`src/rtl/gio_pkg.sv`:
```
// Shared definitions for the global_io control path: sequencer states and
// weight-width encodings used by global_io_ctrl and its models.
package gio_pkg;

  typedef enum logic [2:0] {
    IDLE   = 3'd0,
    CLEAR  = 3'd1,
    ACCUM  = 3'd2,
    SETTLE = 3'd3,
    HOLD   = 3'd4
  } gio_state_t;

  localparam int   NOUT_W_DEF   = 51;
  localparam logic WWIDTH_12    = 1'b0;
  localparam logic WWIDTH_24    = 1'b1;
  // In 24-bit mode global_io accumulates (b << WWIDTH_SHIFT) + a.
  localparam int   WWIDTH_SHIFT = 12;

endpackage

```
`src/rtl/global_io_ctrl.sv`:
```
// Sequencer driving global_io's st/acm_en/wwidth and returning its nout via a
// valid/ready response port. Optional macro ACCUM_STALL_EN adds a stall input.
module global_io_ctrl
  import gio_pkg::*;
#(
  parameter int NOUT_W = NOUT_W_DEF,
  parameter int CNT_W  = 8
) (
  input  logic              clk,
  input  logic              rst,
  input  logic              req_valid,
  output logic              req_ready,
  input  logic [CNT_W-1:0]  req_len,
  input  logic              req_wwidth,
  output logic              st,
  output logic              acm_en,
  output logic              wwidth,
  input  logic [NOUT_W-1:0] nout_in,
  output logic              rsp_valid,
  input  logic              rsp_ready,
  output logic [NOUT_W-1:0] rsp_data,
`ifdef ACCUM_STALL_EN
  input  logic              stall,
`endif
  output logic              busy
);

  gio_state_t       state;
  logic [CNT_W-1:0] cnt;
  logic             acm_q;
  logic             stall_w;

`ifdef ACCUM_STALL_EN
  assign stall_w = stall;
`else
  assign stall_w = 1'b0;
`endif

  assign req_ready = (state == IDLE);
  assign busy      = (state != IDLE);
  // acm_q is only ever set in ACCUM, so stall is effectively ignored elsewhere.
  assign acm_en    = acm_q & ~stall_w;

  always_ff @(posedge clk or posedge rst) begin
    if (rst) begin
      state     <= IDLE;
      cnt       <= '0;
      st        <= 1'b0;
      acm_q     <= 1'b0;
      wwidth    <= WWIDTH_12;
      rsp_valid <= 1'b0;
      rsp_data  <= '0;
    end else begin
      unique case (state)
        IDLE: begin
          if (req_valid) begin
            cnt    <= req_len;
            wwidth <= req_wwidth;
            st     <= 1'b1;
            state  <= CLEAR;
          end
        end
        CLEAR: begin
          st <= 1'b0;
          if (cnt != '0) begin
            acm_q <= 1'b1;
            state <= ACCUM;
          end else begin
            state <= SETTLE;
          end
        end
        ACCUM: begin
          // A stalled cycle neither counts toward len nor advances the FSM.
          if (!stall_w) begin
            cnt <= cnt - CNT_W'(1);
            if (cnt == CNT_W'(1)) begin
              acm_q <= 1'b0;
              state <= SETTLE;
            end
          end
        end
        SETTLE: begin
          rsp_data  <= nout_in;
          rsp_valid <= 1'b1;
          state     <= HOLD;
        end
        HOLD: begin
          if (rsp_ready) begin
            rsp_valid <= 1'b0;
            state     <= IDLE;
          end
        end
        default: state <= IDLE;
      endcase
    end
  end

endmodule

```
`config.mk`:
```
export PLATFORM = sky130hd
export DESIGN_NAME = global_io_ctrl
export DESIGN_NICKNAME = d
export VERILOG_FILES = /design/src/rtl/gio_pkg.sv /design/src/rtl/global_io_ctrl.sv
export SDC_FILE = /design/constraint.sdc
export NUM_CORES = 1
export LEC_CHECK = 0
export ABC_AREA = 1
export CORE_MARGIN = 5
export CORE_UTILIZATION = 46
export CTS_CLUSTER_SIZE = 28
export DETAILED_ROUTE_END_ITERATION = 6
export PLACE_DENSITY_LB_ADDON = 0.25
export SYNTH_ARGS = -nofsm -noshare
export SYNTH_HDL_FRONTEND = slang
export SYNTH_SLANG_ARGS = --single-unit
```
`constraint.sdc`:
```
create_clock -name clk -period 3.05 [get_ports clk]
set_input_delay 0.305 -clock clk [delete_from_list [all_inputs] [get_ports clk]]
set_output_delay 0.305 -clock clk [all_outputs]
set_load 0.01 [all_outputs]
```
==> flow_summary.json <==
{
  "grt_setup_unrepaired": "no",
  "critPathMaxStageDelay_ps": 530,
  "cts_inserted_buffers": 9,
  "endpoint_kind": "primary output",
  "met3_usage_pct": 6.15,
  "ys_seq_elements": 66,
  "grt_overflow": 0,
  "fin_nets": 433,
  "ioPinCount": 121,
  "clock-sinks": 66,
  "drive_above_1_share_pct": 20.3,
  "initial_utilization_pct": 47.7,
  "power.total_mw": 4.47,
  "mostFrequentLayoutCell": "clkdlybuf4s50_1",
  "drt_iter0_markers": 132,
  "final_cell_mix": "clkdlybuf4s50_1 (120), dfrtp_1 (66), mux2_2 (47), nand2_1 (42), nor2_1 (21)",
  "p_per_area_nw_per_um2": 1050,
  "use_met1_pct": 22.2,
  "hold_path.class": "in2async",
  "p_int_mw": 2.94,
  "grt_usage_pct": 18.6,
  "power.switching_mw": 1.52,
  "dr.pass1.iters": 4,
  "syn_inst": 240,
  "grtUsageMet2_pct": 31.0,
  "crit_path_start_kind": "register",
  "async_flop_share_pct": 100,
  "die_h_um": 88.8,
  "core_um2": 5990,
  "drc": 0,
  "path_cells": "nor2_2 > nand2_2 > inv_2 > clkdlybuf4s50_1",
  "period_minus_slack_ps": 1990,
  "synth_warnings": 0,
  "cts_tree": "yes",
  "dieArea_um2": 7890,
  "status": "completed",
  "critical_path_class": "reg2out",
  "antenna_found_initial": 0,
  "grt-busiest-layer": "met2",
  "cts_root_buffer": "clkbuf_8",
  "ys_types": 22,
  "seq_area_frac_synth_pct": 57.8,
  "max_clock_freq_mhz": 502,
  "swShare_pct": 34.1,
  "rows": 28,
  "power.share.combinational_pct": 50.0,
  "synth_top_area_share_pct": 57.8,
  "fin_crit_sh_pct": 65.4,
  "path_clk_slew_ps": 70,
  "antenna_cells": 0,
  "clock_latency_ps": 330,
  "vias": 2192,
  "htree_num_levels": 3,
  "finalWirelength_um": 6900,
  "power_leakage_nw": 1.90,
  "synth_edf_count": 0,
  "cts-resized-gates": 0,
  "final.fill_count": 453,
  "netlist_area_um2": 2860,
  "drv_slew": 0,
  "grt_max_degree": 54,
  "vdd_drop_max_mv": 0.617,
  "path_max_fanout": 5,
  "clkPwrFrac_pct": 14.3,
  "cts_max_path_buffers": 2,
  "placed_area_um2": 4090,
  "final_hold_viol_count": 0,
  "cap_violations": 0,
  "finClkSkew_ps": 4.58,
  "critPathArrivalTime_ps": 1690,
  "syn_avg_cell_area_um2": 11.9,
  "via_per_inst": 4.93,
  "worst_slew_pin_slew_ps": 749,
  "cts_hold_buf": 0,
  "die_w_um": 88.8,
  "ant_nets": 0,
  "wl_per_cell_um": 15.5,
  "yosysTopAreaCell": "dfrtp_1",
  "post_cts_buffers": 0,
  "syn_to_final_growth_pct": 49.1,
  "crit_required_ps": 2740,
  "grt_pass1_wl_um": 10900,
  "max-slew-margin-rel_pct": 50.1,
  "ys.flop_type": "dfrtp_1",
  "synthTopCellsByArea": "dfrtp_1 (58%), mux2_2 (19%), nand2_1 (5.5%)",
  "fin_area_um2": 4260,
  "grt_pass1_vias": 2245,
  "pwr-share-seq_pct": 35.7,
  "syn-num-nets": 307,
  "tns_ps": 0,
  "portBuffers": 120,
  "dp_hpwl_um": 5180,
  "critPathSlowestCell": "clkdlybuf4s50_1",
  "gp_congestion": 0.815,
  "setup_viol": 0
}
==> state kept, by name (all words and copies together), names as in the netlist <==
signal / flops
acm_en: 1
cnt: 8
rsp_data: 51
rsp_valid: 1
st: 1
state: 3
wwidth: 1
==> synth_stat cells (2+ instances only) <==
cell      count
mux2_4        4
nand3_1       9
nand2_1      42
clkbuf_8      5
nand4_1       2
o21ai_0       9
nand2_2       2
ha_1          3
mux2_2       47
inv_1        19
dfrtp_1      66
nor2_2        2
nor2_1       21
==> metal layers <==
metal  part of all wire [%]  vias up
met4                    1.5        0
met3                     11        8
met5                      0        -
met2                     49       95
li1                       -     1037
met1                     39     1052
==> metrics by stage <==
stage          setup slack (ps)  util [%]  instances  hold WS [ps]
2_1_floorplan              1090         -        240           422
3_3_place_gp               1300      68.3        430           458
3_5_place_dp               1250      68.3        430           464
4_1_cts                    1050      71.2        445           393
5_1_grt                     959      71.2        445           426
6_report                   1060      71.2        445           382
==> critical path, delay by kind of cell, from the launching register on <==
kind,cells,cell delay [ps]
DFF,1,470
and+or+nand+nor,2,270
buffers and inverters,2,600
==> worst paths after layout <==
kind                          start      endpoint  cells after the start  slack [ps]
min in group clk                 st            st                      2         470
setup reg to reg           state[2]  rsp_data[16]                      3        1250
hold / removal                  rst  rsp_data[24]                      2         380
setup / recovery           state[1]     req_ready                      4        1060
hold reg to reg                  st            st                      2         470
max in group asynchronous       rst        cnt[0]                      3        2040
==> kinds of logic after synthesis <==
logic type,Yosys count,synth area share [%]
simple gates,82,12.6
fa+ha+maj,3,1.31
mux,51,20.6
compound gates,12,2.28
buf+inv,26,5.43
flops,66,57.8
==> layout make-up <==
type | instances | area [µm²] | share of cell area [%]
Clock buffer | 12 | 155 | 3.64
Clock inverter | 3 | 15.0 | 0.352
Timing Repair Buffer | 121 | 1220 | 28.6
Multi-Input combinational cell | 148 | 1050 | 24.7
Inverter | 20 | 75.1 | 1.76
Tap cell | 75 | 93.8 | 2.20
Sequential cell | 66 | 1650 | 38.7
==> power by group through the flow <==
stage / logic, mW / clock network (mW) / registers (mW)
floorplan: 1.05 / 0 / 1.75
global placement: 2.19 / 0 / 1.58
detailed placement: 2.25 / 0 / 1.61
CTS: 2.27 / 0.656 / 1.60
global route: 2.45 / 0.708 / 1.65
finish: 2.23 / 0.640 / 1.59
(Power assumes the default switching activity.)
==> RTL edit 1 (config.mk and constraints unchanged) <==
Build with the macro `ACCUM_STALL_EN` defined.
--- a/src/rtl/global_io_ctrl.sv
+++ b/src/rtl/global_io_ctrl.sv
@@ -1,4 +1,6 @@
 // Sequencer driving global_io's st/acm_en/wwidth and returning its nout via a
 // valid/ready response port. Optional macro ACCUM_STALL_EN adds a stall input.
+`define ACCUM_STALL_EN
+
 module global_io_ctrl
   import gio_pkg::*;
Ports: changed (added stall); port bits go from 121 to 122. The function was not compared with the original's and may differ.
==> RTL edit 1 against the original RTL <==
Sequential cell count unchanged; worst setup slack worse by 22 ps; sequential share of layout area down 0.63 points; area after synthesis up 1.4%; final area up 1.6%; routed wire length down 2.3%; count of clock-buffer cells in the layout down 3; first-iteration DRC count down 61%; power up 2.3%; largest cell class unchanged; largest power group unchanged.
==> RTL edit 1: results (changes against the original RTL) <==
vias in the first global route -> 2,154 (-4.1%)
post-synthesis sequential area ratio -> 0.570 (-0.00773)
drt first-iter violations -> 51 (-61%)
Post-Route WL -> 6740 um (-2.3%)
Final period util -> 0.661 (+0.00715)
insertion delay to the later sink of the worst-skew pair -> 340 ps
crit path DAT -> 1710 ps (+20 ps)
total track usage -> 0.171 (-0.0150)
Synth top cells by count -> dfrtp_1, mux2_2, nand2_1
Place WS -> 1240 ps (-15.4 ps)
dominant cells by area after synthesis -> dfrtp_1, mux2_2, nand2_1, inv_1, nor2_1
remaining antenna violation count -> 0 (unchanged)
clk root buf -> clkbuf_8
fillcell total -> 488 (+7.7%)
hold_buf cts -> 0 (unchanged)
dpl hpwl -> 5030 um (-2.8%)
placed cell count -> 444 (+3.3%)
I/O Buffers -> 121 (+0.83%)
Mean Syn Cell Area -> 11.5 um^2 (-3.1%)
post-DR vias/cell -> 4.84 (-1.7%)
share of cells above drive strength 1 -> 0.202 (-0.00113)
CTS H-tree depth -> 3 (unchanged)
worst slew pin tran -> 748 ps (-1.07 ps)
Distinct cells, synth -> 21 (-4.5%)
Layout Nets -> 446 (+3.0%)
first-pass GRT wire length -> 10,300 um (-5.4%)
worst-case clock buffer depth -> 2 (unchanged)
Inserted Clock Buffers -> 9 (unchanged)
outcome -> finished, final reports clean
largest net degree at the start of global routing -> 54 (unchanged)
via count -> 2,223 (+1.4%)
Worst Clk Skew -> 7.69 ps (+3.11 ps)
Hold/Removal Path Class -> input port to async pin
Max VDD drop -> 795 uV (+29%)
Die W -> 89.4 um (+0.60%)
Lkg Pwr -> 1.95 nW (+2.7%)
-- RTL edit 1: changes by cell type in the layout (fill, tap and decap cells not counted), sizes merged, moves of 2 or more --
cell / unedited run / this run
clkbuf: 12 / 9
inv: 20 / 27
nand2: 44 / 40
nand3: 10 / 16
o21ai: 9 / 11
clkinv: 3 / 5
nor2: 24 / 22
-- RTL edit 1: final cells by class --
type	instances	share of cell area
Clock inverter	6	0.0136
Tap cell	77	0.0222
Sequential cell	66	0.381
Inverter	27	0.0234
Timing Repair Buffer	122	0.284
Multi-Input combinational cell	152	0.247
Clock buffer	9	0.0286
-- RTL edit 1: worst max-delay path, cell delays in order (launching register included) --
cell	delay, ps
dfrtp_1	480
inv_1	90
nand2_1	150
nor2_4	60
inv_1	70
clkdlybuf4s50_1	530
-- RTL edit 1: worst paths after layout --
| check | start | cells after the start | endpoint |
|---|---|---|---|
| min | rst | 2 | rsp_data[45] |
| min reg2reg | acm_q | 2 | acm_q |
| max reg2reg | state[0] | 2 | rsp_data[35] |
| max | state[1] | 5 | busy |
| min in group clk | acm_q | 2 | acm_q |
| max in group asynchronous | rst | 3 | st |
-- RTL edit 1: power by group --
part	switching (mW)	leakage, nW	total [mW]	internal (mW)
Combinational	0.978	1.08	2.28	1.30
Clock	0.323	0.0986	0.691	0.368
Sequential	0.269	0.777	1.60	1.33
-- RTL edit 1: per-stage QoR --
stage | utilization | area [um^2] | total power [mW] | hold slack (ps)
final | 0.694 | 4330 | 4.57 | 378
after global routing | 0.694 | 4330 | 4.91 | 439
after CTS | 0.694 | 4330 | 4.62 | 388
after detailed placement | 0.665 | 4150 | 3.92 | 482
after global placement | 0.665 | 4150 | 3.83 | 466
after floorplan | - | 2900 | 2.84 | 442
-- RTL edit 1: kinds of logic after synthesis --
group,count (synthesis),share of synthesized area
multiplexers,51,0.202
AND/OR/NAND/NOR,85,0.132
buffers and inverters,33,0.0604
flip-flops,66,0.570
adder cells (fa/ha/maj),3,0.0130
AO/OA/AOI/OAI,13,0.0225
-- RTL edit 1: layer usage --
metal,vias to the layer above,track usage,routed length [um]
met1,1043,0.210,2680
met4,0,0.0934,200
met5,-,0,0
met2,89,0.278,3280
met3,17,0.0396,585
li1,1074,-,-
==> RTL edit 2 (same settings) <==
Without the edit above. Encoding of `gio_state_t`: now one-hot (5 bits for 5 states).
--- a/src/rtl/gio_pkg.sv
+++ b/src/rtl/gio_pkg.sv
@@ -3,10 +3,10 @@
 package gio_pkg;
 
-  typedef enum logic [2:0] {
-    IDLE   = 3'd0,
-    CLEAR  = 3'd1,
-    ACCUM  = 3'd2,
-    SETTLE = 3'd3,
-    HOLD   = 3'd4
+  typedef enum logic [4:0] {
+    IDLE   = 5'b00001,
+    CLEAR  = 5'b00010,
+    ACCUM  = 5'b00100,
+    SETTLE = 5'b01000,
+    HOLD   = 5'b10000
   } gio_state_t;
 
Function: no difference found for any inputs over 10 cycles, from zero or initial values and one cycle with rst high; not proved beyond that.
==> RTL edit 2 against the original RTL <==
Worst setup slack lost 180 ps; first-iteration DRC count shrank 1.5%; via count grew 25%; die area grew 5.1%; non-clock buffer count grew 1; core utilization shrank 2.1 points; final area grew 3.5%; routed wire length grew 13%; sequential share of layout area shrank 0.14 points; area after synthesis grew 5.8%; power shrank 8.6%; largest cell class unchanged; sequential cell count grew 2; worst hold slack lost 56 ps.
==> RTL edit 2: results (changes against the original RTL) <==
via count -> 2,740 (+25%)
Regs by FF count -> rsp_data: 51 flops, cnt: 8 flops, state: 5 flops
post-synthesis sequential area ratio -> 0.563 (-0.0146)
clk root buf -> clkbuf_8
Reg clk slew, reported paths -> 80 ps
Distinct cells, synth -> 24 (+9.1%)
R2R cell count -> 7 (+4)
largest net degree at the start of global routing -> 54 (unchanged)
dpl hpwl -> 5760 um (+11%)
antenna cells -> 0 (unchanged)
drt wl/cell -> 13.6 um (-13%)
grt ovf -> 0 (unchanged)
CP top delay family -> buffers and inverters
Hold/Removal Path Class -> input port to async pin
syn nets -> 440 (+43%)
Post-CTS Resized -> 0 (unchanged)
critical-path maximum fanout -> 5 (unchanged)
Worst path slowest cell -> clkdlybuf4s50_1
R2R Path End -> rsp_valid
I/O Buffers -> 120 (unchanged)
GP Congestion -> 0.849 (+4.2%)
dominant cells by area after synthesis -> dfrtp_1, nand2_1, inv_1, nand3_1, buf_6
Mean Syn Cell Area -> 8.11 um^2 (-32%)
Most used DFF post-synth -> dfrtp_1
total track usage -> 0.189 (+0.00280)
insertion delay to the later sink of the worst-skew pair -> 330 ps (about the same)
crit path DAT -> 1860 ps (+170 ps)
Setup Buffers After CTS -> 0 (unchanged)
Critical Path Start -> state[2]
Max VDD drop -> 498 uV (-19%)
first-pass GRT wire length -> 12,900 um (+19%)
switching pwr -> 1.52 mW (-0.32%)
share of cells above drive strength 1 -> 0.0661 (-0.137)
initial antenna violation count -> 0 (unchanged)
placed cell count -> 562 (+31%)
Worst Clk Skew -> 13.3 ps (+8.69 ps)
asr flop ratio synth -> 1.00 (unchanged)
CTS H-tree depth -> 3 (unchanged)
outcome -> finished, final reports clean
Setup-failing EPs final -> 0 (unchanged)
worst-case clock buffer depth -> 2 (unchanged)
Register-to-Register Setup Slack -> 1080 ps (-170 ps)
Yosys warnings -> 0 (unchanged)
Post-Layout Cell Count -> 576 (+29%)
Max-Slew Margin vs Limit -> 0.633 (+0.132)
CP peak stage delay -> 530 ps (about the same)
Inserted Clock Buffers -> 9 (unchanged)
drt first-iter violations -> 130 (-1.5%)
first-pass iteration count of the detailed router -> 4 (unchanged)
RR Startpoint -> state[0]
Synth top cells by count -> nand2_1, dfrtp_1, inv_1
Lkg Pwr -> 2.14 nW (+13%)
fillcell total -> 554 (+22%)
## RTL edit 2: changes by cell type after synthesis, moves of 2 or more
cell	delta
nand2_1	+162
mux2_2	-47
nor2_1	-6
buf_2	+5
clkbuf_8	-5
inv_2	+5
o21ai_1	+5
buf_6	+4
mux2_4	-4
inv_1	+3
nand3_1	+3
or2_1	+2
## RTL edit 2: routing by layer
metal | GRT usage | wire, um
met1 | 0.236 | 3220
met2 | 0.313 | 3860
met3 | 0.0612 | 630
met4 | 0.0550 | 103
met5 | 0 | 0
## RTL edit 2: how the worst max path moves through the flow
stage / cells after the start / endpoint / slack [ps]
floorplan: 1 / acm_en / 1040
global placement: 7 / rsp_valid / 1140
detailed placement: 7 / rsp_valid / 1120
CTS: 6 / req_ready / 860
global route: 6 / req_ready / 740
finish: 6 / req_ready / 880
## RTL edit 2: logic make-up (layout without fill, tap and decap cells)
logic type	after synthesis	in the layout	synth area share
adder cells (fa/ha/maj)	3	3	0.0124
AO/OA/AOI/OAI	17	17	0.0298
AND/OR/NAND/NOR	246	246	0.331
flip-flops	68	68	0.563
buffers and inverters	39	165	0.0637
## RTL edit 2: power by group through the flow
| stage | Combinational (mW) | Sequential [mW] | Clock, mW |
|---|---|---|---|
| finish | 1.90 | 1.56 | 0.621 |
| CTS | 1.92 | 1.57 | 0.633 |
| detailed placement | 1.91 | 1.57 | 0 |
| floorplan | 0.809 | 1.68 | 0 |
| global route | 2.09 | 1.61 | 0.675 |
| global placement | 1.85 | 1.56 | 0 |
## RTL edit 2: through the flow
step,setup WS [ps],utilization,instance area [um^2],hold WS [ps]
final,881,0.691,4410,327
after global routing,745,0.691,4410,363
after global placement,1140,0.666,4260,460
after CTS,862,0.691,4410,334
after detailed placement,1120,0.666,4260,465
after floorplan,1040,-,3020,415
## RTL edit 2: area by class of cell
type,count,area [um^2],area share
repair buffers,122,1220,0.276
well taps,77,96.3,0.0218
clock buffers,12,145,0.0329
flip-flops and latches,68,1700,0.386
clock inverters,2,12.5,0.00284
inverters,29,111,0.0252
multi-input cells,266,1130,0.256
